<file path="config.mk">
export PLATFORM = sky130hd
export DESIGN_NAME = alu_op_ctrl
export DESIGN_NICKNAME = d
export VERILOG_FILES = /design/src/rtl/alu_op_ctrl.sv
export SDC_FILE = /design/constraint.sdc
export NUM_CORES = 1
export LEC_CHECK = 0
export ABC_AREA = 0
export BUFFER_PORTS_ARGS = -buffer_cell sky130_fd_sc_hd__buf_2
export CAP_MARGIN = 20
export CORE_ASPECT_RATIO = 0.7
export CORE_MARGIN = 1
export CORE_UTILIZATION = 39
export CTS_CLUSTER_DIAMETER = 100
export DETAILED_ROUTE_END_ITERATION = 6
export PLACE_DENSITY = 0.56
export SLEW_MARGIN = 20
export SYNTH_ARGS = -nofsm -noshare
export SYNTH_HDL_FRONTEND = slang
export SYNTH_SLANG_ARGS = --single-unit
</file>
<file path="constraint.sdc">
create_clock -name clk -period 3.6 [get_ports clk]
set_clock_uncertainty 0.15 [all_clocks]
set_input_delay 0.36 -clock clk [delete_from_list [all_inputs] [get_ports clk]]
set_output_delay 0.36 -clock clk [all_outputs]
set_load 0.005 [all_outputs]
</file>
<file path="src/rtl/alu_op_ctrl.sv">
// alu_op_ctrl: one-at-a-time sequencer for the 8-bit ALU (AND/OR/ADD in one cycle, MUL by shift-add).
// Define ALU_OP_CTRL_FAST_MUL_EN to replace the shift-add MUL with a single-cycle combinational product.
module alu_op_ctrl #(
  parameter int CNT_W = 16
) (
  input  logic             clk,
  input  logic             rst,
  input  logic             in_valid,
  output logic             in_ready,
  input  logic [1:0]       in_opcode,
  input  logic [7:0]       in_a,
  input  logic [7:0]       in_b,
  output logic             out_valid,
  input  logic             out_ready,
  output logic [15:0]      out_result,
  output logic             out_carry,
  output logic [1:0]       out_opcode,
  output logic             busy,
  output logic [CNT_W-1:0] op_count
);

  typedef enum logic [1:0] {
    OP_AND = 2'b00,
    OP_OR  = 2'b01,
    OP_ADD = 2'b10,
    OP_MUL = 2'b11
  } opcode_t;

  typedef enum logic [1:0] {
    S_IDLE = 2'd0,
    S_EXEC = 2'd1,
    S_DONE = 2'd2
`ifndef ALU_OP_CTRL_FAST_MUL_EN
    , S_MUL = 2'd3
`endif
  } state_t;

  state_t            state_q, state_d;
  opcode_t           op_q, op_d;
  logic [7:0]        a_q, a_d;
  logic [7:0]        b_q, b_d;
  logic [15:0]       result_q, result_d;
  logic              carry_q, carry_d;
  logic [CNT_W-1:0]  count_q, count_d;

`ifndef ALU_OP_CTRL_FAST_MUL_EN
  logic [15:0]       acc_q, acc_d;
  logic [2:0]        bit_q, bit_d;
  logic [15:0]       partial;
  logic [15:0]       acc_sum;
`endif

  // Returns {carry, formatted_result}; logical results sign-extend bit 7 like the ALU output mux.
  function automatic logic [16:0] alu_format(input opcode_t op, input logic [7:0] a,
                                             input logic [7:0] b);
    logic [7:0] r;
    logic [8:0] sum;
    r          = '0;
    sum        = {1'b0, a} + {1'b0, b};
    alu_format = '0;
    case (op)
      OP_AND: begin
        r          = a & b;
        alu_format = {1'b0, {8{r[7]}}, r};
      end
      OP_OR: begin
        r          = a | b;
        alu_format = {1'b0, {8{r[7]}}, r};
      end
      OP_ADD: alu_format = {sum[8], {8{sum[7]}}, sum[7:0]};
      OP_MUL: begin
`ifdef ALU_OP_CTRL_FAST_MUL_EN
        alu_format = {1'b0, {8'b0, a} * {8'b0, b}};
`endif
      end
      default: alu_format = '0;
    endcase
  endfunction

  assign in_ready   = (state_q == S_IDLE) && !rst;
  assign out_valid  = (state_q == S_DONE);
  assign busy       = (state_q != S_IDLE);
  assign out_result = result_q;
  assign out_carry  = carry_q;
  assign out_opcode = op_q;
  assign op_count   = count_q;

`ifndef ALU_OP_CTRL_FAST_MUL_EN
  // LSB-first shift-add: the product bit in play this cycle is b[bit_q].
  assign partial = b_q[bit_q] ? ({8'b0, a_q} << bit_q) : 16'd0;
  assign acc_sum = acc_q + partial;
`endif

  always_comb begin
    // NOTE: every signal assigned below gets its hold value first, so no path leaves it unassigned and no latch is inferred.
    state_d  = state_q;
    op_d     = op_q;
    a_d      = a_q;
    b_d      = b_q;
    result_d = result_q;
    carry_d  = carry_q;
    count_d  = count_q;
`ifndef ALU_OP_CTRL_FAST_MUL_EN
    acc_d    = acc_q;
    bit_d    = bit_q;
`endif

    case (state_q)
      S_IDLE: begin
        if (in_valid && in_ready) begin
          op_d    = opcode_t'(in_opcode);
          a_d     = in_a;
          b_d     = in_b;
          state_d = S_EXEC;
`ifndef ALU_OP_CTRL_FAST_MUL_EN
          if (opcode_t'(in_opcode) == OP_MUL) begin
            acc_d   = '0;
            bit_d   = '0;
            state_d = S_MUL;
          end
`endif
        end
      end

      S_EXEC: begin
        {carry_d, result_d} = alu_format(op_q, a_q, b_q);
        state_d             = S_DONE;
      end

`ifndef ALU_OP_CTRL_FAST_MUL_EN
      S_MUL: begin
        acc_d = acc_sum;
        bit_d = bit_q + 3'd1;
        if (bit_q == 3'd7) begin
          result_d = acc_sum;
          carry_d  = 1'b0;
          state_d  = S_DONE;
        end
      end
`endif

      S_DONE: begin
        if (out_ready) begin
          count_d = count_q + CNT_W'(1);
          state_d = S_IDLE;
        end
      end

      default: state_d = S_IDLE;
    endcase
  end

  always_ff @(posedge clk) begin
    // NOTE: state registers use non-blocking assignments so every flop samples pre-edge values.
    if (rst) begin
      state_q  <= S_IDLE;
      op_q     <= OP_AND;
      a_q      <= '0;
      b_q      <= '0;
      result_q <= '0;
      carry_q  <= 1'b0;
      count_q  <= '0;
`ifndef ALU_OP_CTRL_FAST_MUL_EN
      acc_q    <= '0;
      bit_q    <= '0;
`endif
    end else begin
      state_q  <= state_d;
      op_q     <= op_d;
      a_q      <= a_d;
      b_q      <= b_d;
      result_q <= result_d;
      carry_q  <= carry_d;
      count_q  <= count_d;
`ifndef ALU_OP_CTRL_FAST_MUL_EN
      acc_q    <= acc_d;
      bit_q    <= bit_d;
`endif
    end
  end

endmodule

</file>
-- Word-level counts from Yosys, hierarchy flattened
Index checks and enable logic that the tools add are counted.
- flip-flop bits (word level): 72
- bits of input ports: 22
- output and inout bits: 38
- word-level logic and storage cells: 60
- add/subtract/negate cells: 4
- order comparisons: 1
- eq/ne operators: 11
- shifts and indexed selects: 1
- multiplexer cells: 19
- bitwise logic cells: 2
- reductions and logical operators: 13
- operators with widths (kind ; number):
    $mux W16 ; 4
    $pmux W16 S2 ; 2
    $pmux W17 S3 ; 1
    $add A16 B1 Y16 const B ; 1
    $add A16 B16 Y16 ; 1
    $shl A8 B3 Y16 ; 1
    $add A8 B8 Y9 ; 1
    $and A8 B8 Y8 ; 1
    $eq A2 B2 Y1 const B ; 4
    $mux W2 ; 4
    $or A8 B8 Y8 ; 1
    $pmux W2 S4 ; 1
    $mux W3 ; 2
    $ne A2 B1 Y1 const B ; 3
    $pmux W3 S2 ; 1
    $reduce_and A2 Y1 ; 3
    $reduce_and A3 Y1 ; 2
    $reduce_bool A2 Y1 ; 3
    $eq A2 B1 Y1 const B ; 2
    $logic_not A2 Y1 ; 2
    $lt A3 B4 Y1 const B ; 1
    $add A3 B1 Y3 const B ; 1
    $bmux W1 S3 ; 1
    $eq A3 B3 Y1 const B ; 1
    5 further kinds ; 7

-- Longest topological paths before layout
Gate-level depths: netlist of the first run.
- depth after elaboration: 6
- mapped depth: 15
- depth with buffers taken out: 13

-- Least setup slack after synthesis of the first run
Ideal clock, no wire load.
- path kind: reg2reg
- start point: register bit_q[0]
- end point: register acc_q[15]
- library setup time: 0.079 ns
- arrival: 3.069 ns
- required time: 3.371 ns
- setup slack: 0.303 ns
- cell stages (with the launch flop): 14
- buffers on the path: 2
- period minus slack after synthesis: 3.297 ns
- path through: dfxtp_1 -> buf_4 -> mux4_2 -> nand2_1 -> and2_1 -> clkbuf_1 -> a211oi_1 -> ha_1 -> a21o_1 -> a221o_1 -> a21oi_2 -> a21oi_2 -> or2_0 -> o211ai_1
- word-level cells in the longest chain between the ends: 5
- elaborated cells on any way between the ends: 6
- those cells by class: add/sub (1); shift (1); mux (4)
- ends and longest elaborated chain (element ; RTL line ; RTL):
    from (decl) ; 48 ; logic [2:0] bit_q, bit_d;
    from (signal assigned) ; 177 ; bit_q <= bit_d;
    $bmux W1 S3 ; 90 ; assign partial = b_q[bit_q] ? ({8'b0, a_q} << bit_q) : 16'd0;
    $mux W1 (not written as such) ; 90 ;
    $mux W16 * ; 90 ;
    $add A16 B16 Y16 * ; 91 ; assign acc_sum = acc_q + partial;
    $pmux W16 S2 * ; 108 ; case (state_q)
    to (signal assigned) ; 164 ; acc_q <= '0;
    to (signal assigned) ; 176 ; acc_q <= acc_d;
    to (decl) ; 47 ; logic [15:0] acc_q, acc_d;
Mark *: on every way between the ends. The rest lies on a longest branch, timed or not. The select of a mux whose other input is x is not followed.
A chain may end at the register's enable or synchronous reset.

-- Worst setup path after layout of the first run
- start point: register bit_q[0]
- end point: register result_q[13], in the netlist out_result[13]
- word-level cells in the longest chain between the ends: 6
- elaborated cells on any way between the ends: 10
- those cells by class: add/sub (1); eq/ne (2); shift (1); mux (5); reduce/logical (1)
- ends and longest elaborated chain (element ; RTL line ; RTL):
    $bmux W1 S3 ; 90 ;
    $mux W1 (not written as such) ; 90 ;
    $mux W16 ; 90 ;
    $add A16 B16 Y16 ; 91 ;
    $mux W16 ; 134 ; if (bit_q == 3'd7) begin
    $pmux W16 S2 ; 108 ;
    to (signal assigned) ; 172 ; result_q <= result_d;
    to (decl) ; 42 ; logic [15:0] result_q, result_d;
Parallel ways exist; a longest one is shown, timed or not. The select of a mux whose other input is x is not followed.

==> impl_metrics.prom, run 1 <==
# TYPE chip_impl_metric gauge
chip_impl_info{name="outcome",value="complete, no violations"} 1
chip_impl_metric{name="route.detailed.drc",unit=""} 0
chip_impl_info{name="yosysMostFrequentCell",value="sky130_fd_sc_hd__dfxtp_1"} 1
chip_impl_metric{name="wl_per_cell",unit="um"} 16.36
chip_impl_info{name="worst-setup-path-type",value="register to register"} 1
chip_impl_info{name="grt_setup_unrepaired",value="no"} 1
chip_impl_metric{name="fmaxAchievable",unit="MHz"} 299.5
chip_impl_info{name="startpoint_type",value="register"} 1
chip_impl_metric{name="chipWidth",unit="um"} 131.4
chip_impl_info{name="root_buffer",value="sky130_fd_sc_hd__clkbuf_16"} 1
chip_impl_info{name="hold_class",value="input pin to register"} 1
chip_impl_metric{name="leakage",unit="nW"} 2.245
chip_impl_metric{name="worst_setup_hold_path_clk_slew",unit="ns"} 0.06
chip_impl_info{name="synth.top_cells.by_count",value="72 x sky130_fd_sc_hd__dfxtp_1, 64 x sky130_fd_sc_hd__nor2_1, 58 x sky130_fd_sc_hd__nand2_1"} 1
chip_impl_metric{name="synth_enable_flop_cells",unit=""} 0
chip_impl_metric{name="worst_skew_pair.late_latency",unit="ns"} 0.34
chip_impl_metric{name="synthAdderAreaFrac",unit="%"} 10.19
chip_impl_metric{name="min_period_over_period",unit="%"} 92.76
chip_impl_metric{name="finalCriticalPeriod",unit="ns"} 3.339
chip_impl_info{name="netlist.top_cell.by_area",value="sky130_fd_sc_hd__dfxtp_1"} 1
chip_impl_metric{name="tritonroute_pass_1_iters",unit=""} 5
chip_impl_metric{name="portBuffers",unit=""} 59
chip_impl_info{name="tritoncts",value="yes"} 1
chip_impl_metric{name="dp_hpwl",unit="um"} 9396
chip_impl_metric{name="ant_nets",unit=""} 0
chip_impl_metric{name="fp.coreArea",unit="um2"} 11210
chip_impl_metric{name="grt.overflow.total",unit=""} 0
chip_impl_metric{name="grt_pass1_wl",unit="um"} 20870
chip_impl_metric{name="syn_nets",unit=""} 626
chip_impl_metric{name="synthesis.instances",unit=""} 568
chip_impl_metric{name="routed_via_density",unit=""} 5.618
chip_impl_metric{name="synth_top_area_share",unit="%"} 31.54
chip_impl_metric{name="layout-area-overhead-vs-synth",unit="%"} 16.68
chip_impl_metric{name="number_of_diodes",unit=""} 0
chip_impl_metric{name="slew-limit-headroom",unit="%"} 42.00
chip_impl_metric{name="antenna_violations_before_repair",unit=""} 0
chip_impl_metric{name="drive_above_1_share",unit="%"} 16.56
chip_impl_metric{name="top_level_ports",unit=""} 60
chip_impl_metric{name="gp_congestion",unit=""} 0.9106
chip_impl_metric{name="number_of_different_library_cells_in_the_post_synthesis_netlist",unit=""} 60
chip_impl_metric{name="slew_violations",unit=""} 0
chip_impl_metric{name="via_count_of_the_routed_design",unit=""} 4354
chip_impl_metric{name="die-height",unit="um"} 92.56
chip_impl_metric{name="hold_violations",unit=""} 0
chip_impl_metric{name="largest_net_degree_at_the_start_of_global_routing",unit=""} 82
chip_impl_metric{name="postCtsHoldBufs",unit=""} 0
chip_impl_metric{name="cts-root-to-sink-buffers",unit=""} 2
chip_impl_metric{name="post_synth_mux_area_share",unit="%"} 3.176
chip_impl_metric{name="initialDrtViolationCount",unit=""} 297
chip_impl_metric{name="num-nets-final",unit=""} 675
chip_impl_metric{name="grt.total_usage",unit="%"} 21.83
chip_impl_metric{name="post_synth_and_or_nand_nor_area_fraction",unit="%"} 21.36
chip_impl_metric{name="vdd_drop_max",unit="V"} 0.0002146
chip_impl_metric{name="p_total",unit="mW"} 2.086
chip_impl_metric{name="synth_xor_xnor_area_share",unit="%"} 4.025
chip_impl_metric{name="maxCapViolations",unit=""} 0
chip_impl_info{name="synth_top_family_by_area",value="compound AO/OA/AOI/OAI gates"} 1
chip_impl_metric{name="h_tree_depth",unit=""} 3
chip_impl_metric{name="preCtsSetupSlack",unit="ns"} 0.1375
chip_impl_metric{name="synth_compound_gate_area_share",unit="%"} 24.21
chip_impl_metric{name="yosysWarningCount",unit=""} 0
chip_impl_info{name="cell_types_with_the_largest_area_share_after_synthesis",value="sky130_fd_sc_hd__dfxtp_1 32%, sky130_fd_sc_hd__ha_1 9.3%, sky130_fd_sc_hd__nor2_1 5.3%, sky130_fd_sc_hd__nand2_1 4.8%, sky130_fd_sc_hd__a21oi_1 4.4%"} 1
chip_impl_metric{name="worstPathRequired",unit="ns"} 3.63
chip_impl_metric{name="initial_core_util",unit="%"} 40.76
chip_impl_metric{name="mapped_area",unit="um2"} 4569
chip_impl_info{name="end_kind",value="register"} 1
chip_impl_metric{name="crit_path_max_fanout",unit=""} 8
chip_impl_metric{name="tritoncts.num_buffers",unit=""} 9
chip_impl_metric{name="die_area",unit="um2"} 12160
chip_impl_metric{name="first_global_vias",unit=""} 4016
chip_impl_metric{name="synth.yosys.seq_area_share",unit="%"} 31.54
chip_impl_metric{name="worst_ep_arrival_time",unit="ns"} 3.37
chip_impl_metric{name="synth.avg_cell_area",unit="um2"} 8.045
chip_impl_metric{name="routed_wl",unit="um"} 12680
chip_impl_metric{name="final-setup-viol-count",unit=""} 0
chip_impl_metric{name="setup_tns_after_final_layout",unit="ns"} 0
chip_impl_metric{name="worst_slew_pin_slew",unit="ns"} 0.8700
chip_impl_metric{name="postSynthRegisterBits",unit=""} 72
chip_impl_metric{name="synth_async_sr_flop_share",unit="%"} 0
chip_impl_metric{name="core_rows",unit=""} 32
chip_impl_metric{name="finalWorstSetupSlack",unit="ns"} 0.2608
chip_impl_info{name="dominantRegCellSynth",value="sky130_fd_sc_hd__dfxtp_1"} 1
chip_impl_metric{name="power_density",unit="nW/um2"} 391.3
chip_impl_metric{name="numClockSinks",unit=""} 72
[sequential cells by signal (all words and copies together) (netlist names)]
register    flops
a_q             8
acc_q          16
b_q             8
bit_q           3
op_count       16
out_carry       1
out_opcode      2
out_result     16
state_q         2
[area by class of cell]
cell class / instances / area, um2
multi-input combinational: 435 / 2888
fill: 1145 / 5879
timing repair buffer: 71 / 385.4
tap: 153 / 191.4
inverter: 28 / 105.1
clock inverter: 4 / 51.30
clock buffer: 12 / 266.5
sequential: 72 / 1444
[stage by stage]
step           hold slack, ns  std cells  cell area [um2]  util [%]
2_1_floorplan          0.2906        568             4569         -
3_3_place_gp           0.2915        759             5000     44.60
3_5_place_dp           0.2992        759             5000     44.60
4_1_cts               0.04967        775             5318     47.43
5_1_grt               0.07237        775             5331     47.56
6_report              0.06082        775             5331     47.56
[metal layers]
metal | global-route usage [%] | part of all wire, % | vias to the layer above | wire (um)
met2 | 29.79 | 38 | 165 | 4817
met4 | 7.074 | 1.5 | 0 | 191
met5 | 0 | 0 | - | 0
met3 | 5.638 | 7.4 | 16 | 935
met1 | 32.61 | 53 | 2024 | 6735
li1 | - | - | 2149 | -
[critical path, stage by stage (launching register included)]
cell and delay (ns):
sky130_fd_sc_hd__dfxtp_2 0.37, sky130_fd_sc_hd__mux4_2 0.52, sky130_fd_sc_hd__nand2_2 0.13, sky130_fd_sc_hd__and2_2 0.22, sky130_fd_sc_hd__a211oi_1 0.07, sky130_fd_sc_hd__ha_1 0.39
sky130_fd_sc_hd__and3_1 0.25, sky130_fd_sc_hd__a221o_1 0.38, sky130_fd_sc_hd__a21oi_4 0.21, sky130_fd_sc_hd__nor4_1 0.06, sky130_fd_sc_hd__a211oi_1 0.32, sky130_fd_sc_hd__a211oi_1 0.12
[where the power goes]
part | switching, mW | total, mW | internal (mW)
sequential | 0.0443 | 0.874 | 0.830
combinational | 0.161 | 0.266 | 0.104
clock | 0.353 | 0.946 | 0.593
[path summary, 6_finish.rpt]
check	startpoint	end	slack, ns	cells past startpoint
worst min register to register	out_result[2]	out_result[2]	0.30	2
worst min-delay path	in_a[2]	a_q[2]	0.06	3
worst max-delay path	bit_q[0]	out_result[13]	0.26	11
worst max register to register	bit_q[0]	out_result[13]	0.26	11
[cell families after synthesis]
family | after synthesis
xor gates and xnor gates | 21
buffers and inverters | 61
DFF | 72
AOI/OAI and AO/OA | 164
muxes | 12
adders and majority gates | 36
and+or+nand+nor | 202
[cells in the final DEF (no fill, tap or decap), types with 5 or more instances in the layout]
cell                        synthesis  routed
sky130_fd_sc_hd__a22oi_1            8       8
sky130_fd_sc_hd__inv_1             27      27
sky130_fd_sc_hd__nor2_1            64      64
sky130_fd_sc_hd__ha_1              34      34
sky130_fd_sc_hd__nor3_1            12      12
sky130_fd_sc_hd__buf_2              6      59
sky130_fd_sc_hd__dfxtp_1           72      70
sky130_fd_sc_hd__a211oi_1           9       9
sky130_fd_sc_hd__nand3_1           11      11
sky130_fd_sc_hd__a21oi_1           40      40
sky130_fd_sc_hd__clkbuf_16          0       9
sky130_fd_sc_hd__buf_4              4      12
sky130_fd_sc_hd__a21o_1             7       7
sky130_fd_sc_hd__nand4_1            6       6
sky130_fd_sc_hd__o31ai_1           20      20
sky130_fd_sc_hd__nand3b_1           6       6
sky130_fd_sc_hd__xnor2_1           11      11
sky130_fd_sc_hd__o21ai_0           29      29
sky130_fd_sc_hd__o211ai_1           8       8
sky130_fd_sc_hd__and3_1            11      11
sky130_fd_sc_hd__nand2_1           58      57
sky130_fd_sc_hd__or3_1              9       9
sky130_fd_sc_hd__mux2i_1           10      10
sky130_fd_sc_hd__xor2_1            10      10
sky130_fd_sc_hd__o211a_1            5       5
[repair_timing]
action	4_1_cts	5_1_grt
gates resized for setup	0	5
buffers inserted	0	0
setup endpoints to repair	0	10
(Power assumes the default switching activity.)
==> inputs of run 2 (changes only) <==
Settings changed: GPL_TIMING_DRIVEN set to 0.
==> run 2 against run 1 <==
  * Sequential power fell by 2%
  * Cell count rose by 2.6%
  * Power is 0.56% lower
  * Final area increased by 1.7%
  * Combinational power is 12% higher
  * First-iteration DRC count increased by 31%
  * Worst hold slack better by 0.0076 ns
  * Critical path type unchanged
  * Highest routed layer is now met5
==> impl_metrics.prom, run 2 (same netlist as run 1, synthesis figures left out) <==
# TYPE chip_impl_metric gauge
chip_impl_info{name="outcome",value="complete, no violations"} 1
chip_impl_info{name="worst-setup-path-type",value="register to register"} 1
chip_impl_metric{name="internal_power",unit="mW"} 1.512
chip_impl_metric{name="combPwrFrac",unit="%"} 14.4
chip_impl_metric{name="die-height",unit="um"} 92.56
chip_impl_metric{name="portBuffers",unit=""} 58
chip_impl_metric{name="ant_nets",unit=""} 0
chip_impl_metric{name="slew_violations",unit=""} 0
chip_impl_metric{name="core_rows",unit=""} 32
chip_impl_metric{name="grt_pass1_wl",unit="um"} 22370
chip_impl_info{name="root_buffer",value="sky130_fd_sc_hd__clkbuf_16"} 1
chip_impl_metric{name="cts-root-to-sink-buffers",unit=""} 2
chip_impl_metric{name="maxCapViolations",unit=""} 0
chip_impl_metric{name="finalWorstSetupSlack",unit="ns"} 0.09925
chip_impl_metric{name="worst_setup_hold_path_clk_slew",unit="ns"} 0.06
chip_impl_metric{name="worst_skew_pair.late_latency",unit="ns"} 0.33
chip_impl_metric{name="post-place-cells",unit=""} 779
chip_impl_metric{name="p_total",unit="mW"} 2.075
chip_impl_metric{name="fp.coreArea",unit="um2"} 11210
chip_impl_info{name="most-common-layout-cells",value="72 x sky130_fd_sc_hd__dfxtp_1, 64 x sky130_fd_sc_hd__nor2_1, 63 x sky130_fd_sc_hd__buf_2"} 1
chip_impl_metric{name="largest_net_degree_at_the_start_of_global_routing",unit=""} 12
chip_impl_metric{name="crit_path_max_fanout",unit=""} 10
chip_impl_metric{name="worst_ep_arrival_time",unit="ns"} 3.59
chip_impl_metric{name="preCtsSetupSlack",unit="ns"} -0.2122
chip_impl_metric{name="drive_above_1_share",unit="%"} 16.82
chip_impl_info{name="final_common_cell",value="sky130_fd_sc_hd__dfxtp_1"} 1
chip_impl_info{name="tritoncts",value="yes"} 1
chip_impl_info{name="startpoint_type",value="register"} 1
chip_impl_metric{name="numClockSinks",unit=""} 72
chip_impl_metric{name="hold_violations",unit=""} 0
chip_impl_metric{name="power_density",unit="nW/um2"} 382.5
chip_impl_metric{name="power_frac_clock",unit="%"} 44.2
chip_impl_metric{name="fmaxAchievable",unit="MHz"} 285.7
chip_impl_metric{name="route.detailed.drc",unit=""} 0
chip_impl_metric{name="grt.overflow.total",unit=""} 0
chip_impl_metric{name="grt.total_usage",unit="%"} 23.61
chip_impl_metric{name="routed_wl",unit="um"} 13970
chip_impl_metric{name="gp_congestion",unit=""} 0.8707
chip_impl_metric{name="top_level_ports",unit=""} 60
chip_impl_metric{name="layout.core_utilization",unit="%"} 48.38
chip_impl_metric{name="min_period_over_period",unit="%"} 97.24
chip_impl_metric{name="hold_slack",unit="ns"} 0.06845
chip_impl_metric{name="post-route-cell-area",unit="um2"} 5424
chip_impl_metric{name="fillerInstances",unit=""} 1145
chip_impl_metric{name="placement.cell_area",unit="um2"} 5051
chip_impl_metric{name="dp_hpwl",unit="um"} 10600
chip_impl_info{name="end_kind",value="register"} 1
chip_impl_metric{name="setup_tns_after_final_layout",unit="ns"} 0
chip_impl_metric{name="seqPwrFrac",unit="%"} 41.4
chip_impl_metric{name="finalCriticalPeriod",unit="ns"} 3.501
chip_impl_info{name="hold_class",value="input pin to register"} 1
chip_impl_metric{name="number_of_diodes",unit=""} 0
chip_impl_metric{name="first_global_vias",unit=""} 4133
chip_impl_metric{name="tritonroute_pass_1_iters",unit=""} 5
chip_impl_metric{name="worstPathRequired",unit="ns"} 3.69
chip_impl_metric{name="wl_per_cell",unit="um"} 17.58
chip_impl_metric{name="antenna_violations_before_repair",unit=""} 1
chip_impl_metric{name="initialDrtViolationCount",unit=""} 390
chip_impl_metric{name="via_count_of_the_routed_design",unit=""} 4494
chip_impl_metric{name="initial_core_util",unit="%"} 40.76
chip_impl_metric{name="slew-limit-headroom",unit="%"} 49.05
chip_impl_metric{name="tritoncts.num_buffers",unit=""} 9
chip_impl_metric{name="die_area",unit="um2"} 12160
chip_impl_metric{name="final-setup-viol-count",unit=""} 0
chip_impl_metric{name="routed_via_density",unit=""} 5.653
chip_impl_metric{name="worst_slew_pin_slew",unit="ns"} 0.7642
chip_impl_metric{name="chipWidth",unit="um"} 131.4
chip_impl_metric{name="layout.cells.non_filler",unit=""} 795
chip_impl_metric{name="leakage",unit="nW"} 2.256
chip_impl_metric{name="h_tree_depth",unit=""} 3
chip_impl_metric{name="vdd_drop_max",unit="V"} 0.0002545
chip_impl_metric{name="layout-area-overhead-vs-synth",unit="%"} 18.70
chip_impl_metric{name="num-nets-final",unit=""} 695
chip_impl_metric{name="net_switching_share_of_the_total_power",unit="%"} 27.11
chip_impl_metric{name="switching_power",unit="mW"} 0.5624
-- run 2: changes by cell type in the layout (fill, tap and decap cells not counted), sizes merged --
cell	change
clkbuf	+21
clkinvlp	-1
-- run 2: critical path, cell delays in order (launching register included) --
cell                       delay (ns)
sky130_fd_sc_hd__dfxtp_1         0.39
sky130_fd_sc_hd__buf_6           0.17
sky130_fd_sc_hd__mux4_2          0.53
sky130_fd_sc_hd__nand2_2         0.14
sky130_fd_sc_hd__and2_4          0.20
sky130_fd_sc_hd__a211oi_2        0.06
sky130_fd_sc_hd__ha_2            0.42
sky130_fd_sc_hd__and3_1          0.24
sky130_fd_sc_hd__and4_1          0.22
sky130_fd_sc_hd__o21ai_2         0.10
sky130_fd_sc_hd__o41ai_1         0.41
sky130_fd_sc_hd__a211oi_2        0.12
sky130_fd_sc_hd__a211oi_1        0.25
-- run 2: worst paths after layout --
path / start / to / slack [ns] / cells after the start
hold / removal: in_b[7] / b_q[7] / 0.07 / 3
setup / recovery: bit_q[0] / out_result[13] / 0.1 / 12
hold reg to reg: out_result[0] / out_result[0] / 0.31 / 2
setup reg to reg: bit_q[0] / out_result[13] / 0.1 / 12
-- run 2: final cells by class --
type                            instances  area [um2]  share of cell area, %
Clock inverter                          3       40.04                 0.7382
Tap cell                              153       191.4                  3.529
Buffer                                 32       152.6                  2.814
Inverter                               28       105.1                  1.938
Multi-Input combinational cell        435        2935                  54.12
Timing Repair Buffer                   59       297.8                  5.490
Clock buffer                           13       260.3                  4.798
Sequential cell                        72        1441                  26.57
-- run 2: what timing repair did --
item                       CTS  global route
buffers inserted             0             1
setup endpoints to repair   12            19
pin swaps                    2             3
resized for setup            7            12
hold buffers                 0             0
-- run 2: power groups by stage --
stage | Combinational [mW] | Sequential [mW] | Clock [mW]
detailed placement | 0.292 | 0.875 | 0
floorplan | 0.191 | 0.868 | 0
global placement | 0.288 | 0.874 | 0
global route | 0.334 | 0.863 | 0.964
CTS | 0.294 | 0.858 | 0.936
finish | 0.299 | 0.859 | 0.916
-- run 2: routing by layer --
layer	wire [um]	track usage (%)	part of all wire, %
met1	7473	34.98	53
met5	17	0	0.12
met3	742	5.090	5.3
met4	169	5.233	1.2
met2	5571	34.49	40
==> inputs of run 3 (changes only) <==
Settings changed: CORE_ASPECT_RATIO 0.7 to not set.
==> run 3 against run 2 <==
  * Via count shrank 2.4%
  * Core utilization is 1.0 points lower
  * Largest power group unchanged
  * First-iteration DRC count shrank 30%
  * Die area hardly changed
==> impl_metrics.prom, run 3 (same netlist as run 1, synthesis figures left out) <==
# TYPE chip_impl_metric gauge
chip_impl_info{name="outcome",value="complete, no violations"} 1
chip_impl_info{name="startpoint_type",value="register"} 1
chip_impl_metric{name="via_count_of_the_routed_design",unit=""} 4386
chip_impl_metric{name="largest_net_degree_at_the_start_of_global_routing",unit=""} 12
chip_impl_metric{name="layout.core_utilization",unit="%"} 47.37
chip_impl_metric{name="worstPathRequired",unit="ns"} 3.66
chip_impl_info{name="tritoncts",value="yes"} 1
chip_impl_metric{name="h_tree_depth",unit=""} 3
chip_impl_metric{name="grt.total_usage",unit="%"} 23.35
chip_impl_metric{name="finalWorstSetupSlack",unit="ns"} 0.2019
chip_impl_metric{name="vdd_drop_max",unit="V"} 0.0002886
chip_impl_metric{name="gp_congestion",unit=""} 0.9120
chip_impl_metric{name="seqPwrFrac",unit="%"} 41.5
chip_impl_metric{name="antenna_violations_before_repair",unit=""} 0
chip_impl_metric{name="worst_ep_arrival_time",unit="ns"} 3.45
chip_impl_metric{name="chipWidth",unit="um"} 110.2
chip_impl_metric{name="fp.coreArea",unit="um2"} 11420
chip_impl_metric{name="dp_hpwl",unit="um"} 10020
chip_impl_metric{name="finalCriticalPeriod",unit="ns"} 3.398
chip_impl_metric{name="first_global_vias",unit=""} 4085
chip_impl_metric{name="routed-wl-met3",unit="um"} 609
chip_impl_metric{name="combPwrFrac",unit="%"} 14.3
chip_impl_metric{name="wl_per_cell",unit="um"} 16.96
chip_impl_metric{name="worst_skew_pair.late_latency",unit="ns"} 0.35
chip_impl_metric{name="preCtsSetupSlack",unit="ns"} -0.1497
chip_impl_metric{name="worst_setup_hold_path_clk_slew",unit="ns"} 0.06
chip_impl_metric{name="initial_core_util",unit="%"} 40.02
chip_impl_metric{name="num-nets-final",unit=""} 695
chip_impl_metric{name="core_rows",unit=""} 39
chip_impl_metric{name="leakage",unit="nW"} 2.264
chip_impl_metric{name="power_frac_clock",unit="%"} 44.2
chip_impl_metric{name="fillerInstances",unit=""} 1180
chip_impl_metric{name="slew-limit-headroom",unit="%"} 46.14
chip_impl_metric{name="portBuffers",unit=""} 58
chip_impl_metric{name="power_density",unit="nW/um2"} 381.9
chip_impl_info{name="hold_class",value="input pin to register"} 1
chip_impl_info{name="worst-setup-path-type",value="register to register"} 1
chip_impl_metric{name="crit_path_max_fanout",unit=""} 10
chip_impl_info{name="root_buffer",value="sky130_fd_sc_hd__clkbuf_16"} 1
chip_impl_metric{name="min_period_over_period",unit="%"} 94.39
chip_impl_info{name="most-common-layout-cells",value="71 x sky130_fd_sc_hd__dfxtp_1, 64 x sky130_fd_sc_hd__nor2_1, 63 x sky130_fd_sc_hd__buf_2"} 1
chip_impl_metric{name="die_area",unit="um2"} 12150
chip_impl_info{name="final_common_cell",value="sky130_fd_sc_hd__dfxtp_1"} 1
chip_impl_metric{name="maxCapViolations",unit=""} 0
chip_impl_metric{name="postCtsHoldBufs",unit=""} 0
chip_impl_metric{name="internal_power",unit="mW"} 1.501
chip_impl_info{name="dr_top_layer",value="met4"} 1
chip_impl_metric{name="met1_length",unit="um"} 6137
chip_impl_metric{name="fmaxAchievable",unit="MHz"} 294.3
chip_impl_metric{name="worst_slew_pin_slew",unit="ns"} 0.8079
chip_impl_metric{name="ant_nets",unit=""} 0
chip_impl_metric{name="number_of_diodes",unit=""} 0
chip_impl_metric{name="routed_wl",unit="um"} 13320
chip_impl_metric{name="die-height",unit="um"} 110.2
chip_impl_metric{name="grt.overflow.total",unit=""} 0
chip_impl_metric{name="slew_violations",unit=""} 0
chip_impl_metric{name="layout-area-overhead-vs-synth",unit="%"} 18.37
chip_impl_metric{name="top_level_ports",unit=""} 60
chip_impl_metric{name="grt_pass1_wl",unit="um"} 20890
chip_impl_metric{name="tritonroute_pass_1_iters",unit=""} 4
chip_impl_metric{name="layout.cells.non_filler",unit=""} 785
chip_impl_metric{name="final-setup-viol-count",unit=""} 0
chip_impl_metric{name="drive_above_1_share",unit="%"} 16.98
chip_impl_metric{name="switching_power",unit="mW"} 0.5641
chip_impl_metric{name="routed_via_density",unit=""} 5.587
chip_impl_metric{name="post-place-cells",unit=""} 769
chip_impl_metric{name="route.detailed.drc",unit=""} 0
chip_impl_metric{name="dr_wl_met2",unit="um"} 6263
chip_impl_metric{name="net_switching_share_of_the_total_power",unit="%"} 27.31
chip_impl_metric{name="hold_violations",unit=""} 0
chip_impl_metric{name="cts-root-to-sink-buffers",unit=""} 2
chip_impl_metric{name="initialDrtViolationCount",unit=""} 272
chip_impl_metric{name="numClockSinks",unit=""} 72
chip_impl_metric{name="tritoncts.num_buffers",unit=""} 9
chip_impl_info{name="end_kind",value="register"} 1
## run 3: metrics by stage
stage | hold WS (ns) | setup TNS (ns) | power [mW] | cell area (um2)
after floorplan | 0.2906 | 0 | 1.059 | 4569
after global placement | 0.3008 | -0.5540 | 1.161 | 5039
after detailed placement | 0.3101 | -0.9276 | 1.165 | 5039
after CTS | 0.03972 | 0 | 2.080 | 5350
after global routing | 0.06167 | -0.004015 | 2.152 | 5409
final | 0.04614 | 0 | 2.066 | 5409
## run 3: worst paths after layout
check                                from             end  slack, ns  cells after the start
worst max-delay path             bit_q[0]  out_result[13]       0.20                     12
worst min register to register  acc_q[10]       acc_q[10]       0.32                      2
worst min-delay path              in_a[2]          a_q[2]       0.05                      3
worst max register to register   bit_q[0]  out_result[13]       0.20                     12
## run 3: power by group through the flow
| stage | clock network (mW) | logic (mW) | registers (mW) |
|---|---|---|---|
| 3_3_place_gp | 0 | 0.287 | 0.874 |
| 5_1_grt | 0.960 | 0.331 | 0.861 |
| 3_5_place_dp | 0 | 0.290 | 0.874 |
| 2_1_floorplan | 0 | 0.191 | 0.868 |
| 4_1_cts | 0.931 | 0.292 | 0.857 |
| 6_report | 0.914 | 0.294 | 0.857 |
## run 3: what timing repair did
action	CTS	global route
endpoints found under the setup margin	10	14
pin swaps	0	2
gates resized for setup	3	18
setup buffers	0	1
## run 3: final cells by class
class	instances	area, um2	area share, %
Sequential cell	72	1443	26.67
Clock buffer	15	297.8	5.505
Multi-Input combinational cell	435	2925	54.08
Inverter	28	105.1	1.943
Tap cell	143	178.9	3.308
Timing Repair Buffer	59	297.8	5.505
Buffer	32	153.9	2.845
Clock inverter	1	7.507	0.1388
## run 3: critical path, cell delays in order (launching register included)
cell and delay (ns):
sky130_fd_sc_hd__dfxtp_2 0.37, sky130_fd_sc_hd__buf_6 0.15, sky130_fd_sc_hd__mux4_2 0.51, sky130_fd_sc_hd__nand2_2 0.13
sky130_fd_sc_hd__and2_4 0.20, sky130_fd_sc_hd__a211oi_2 0.06, sky130_fd_sc_hd__ha_1 0.37, sky130_fd_sc_hd__a21o_1 0.22
sky130_fd_sc_hd__a221o_1 0.40, sky130_fd_sc_hd__a21oi_4 0.22, sky130_fd_sc_hd__nor4_1 0.06, sky130_fd_sc_hd__a211oi_1 0.29
sky130_fd_sc_hd__a211oi_1 0.11
## run 3: per-layer routing
layer | global-route usage (%) | up-vias
met1 | 29.50 | 2074
met2 | 38.42 | 104
li1 | - | 2189
met4 | 9.492 | 0
met3 | 5.056 | 19
met5 | 0 | -
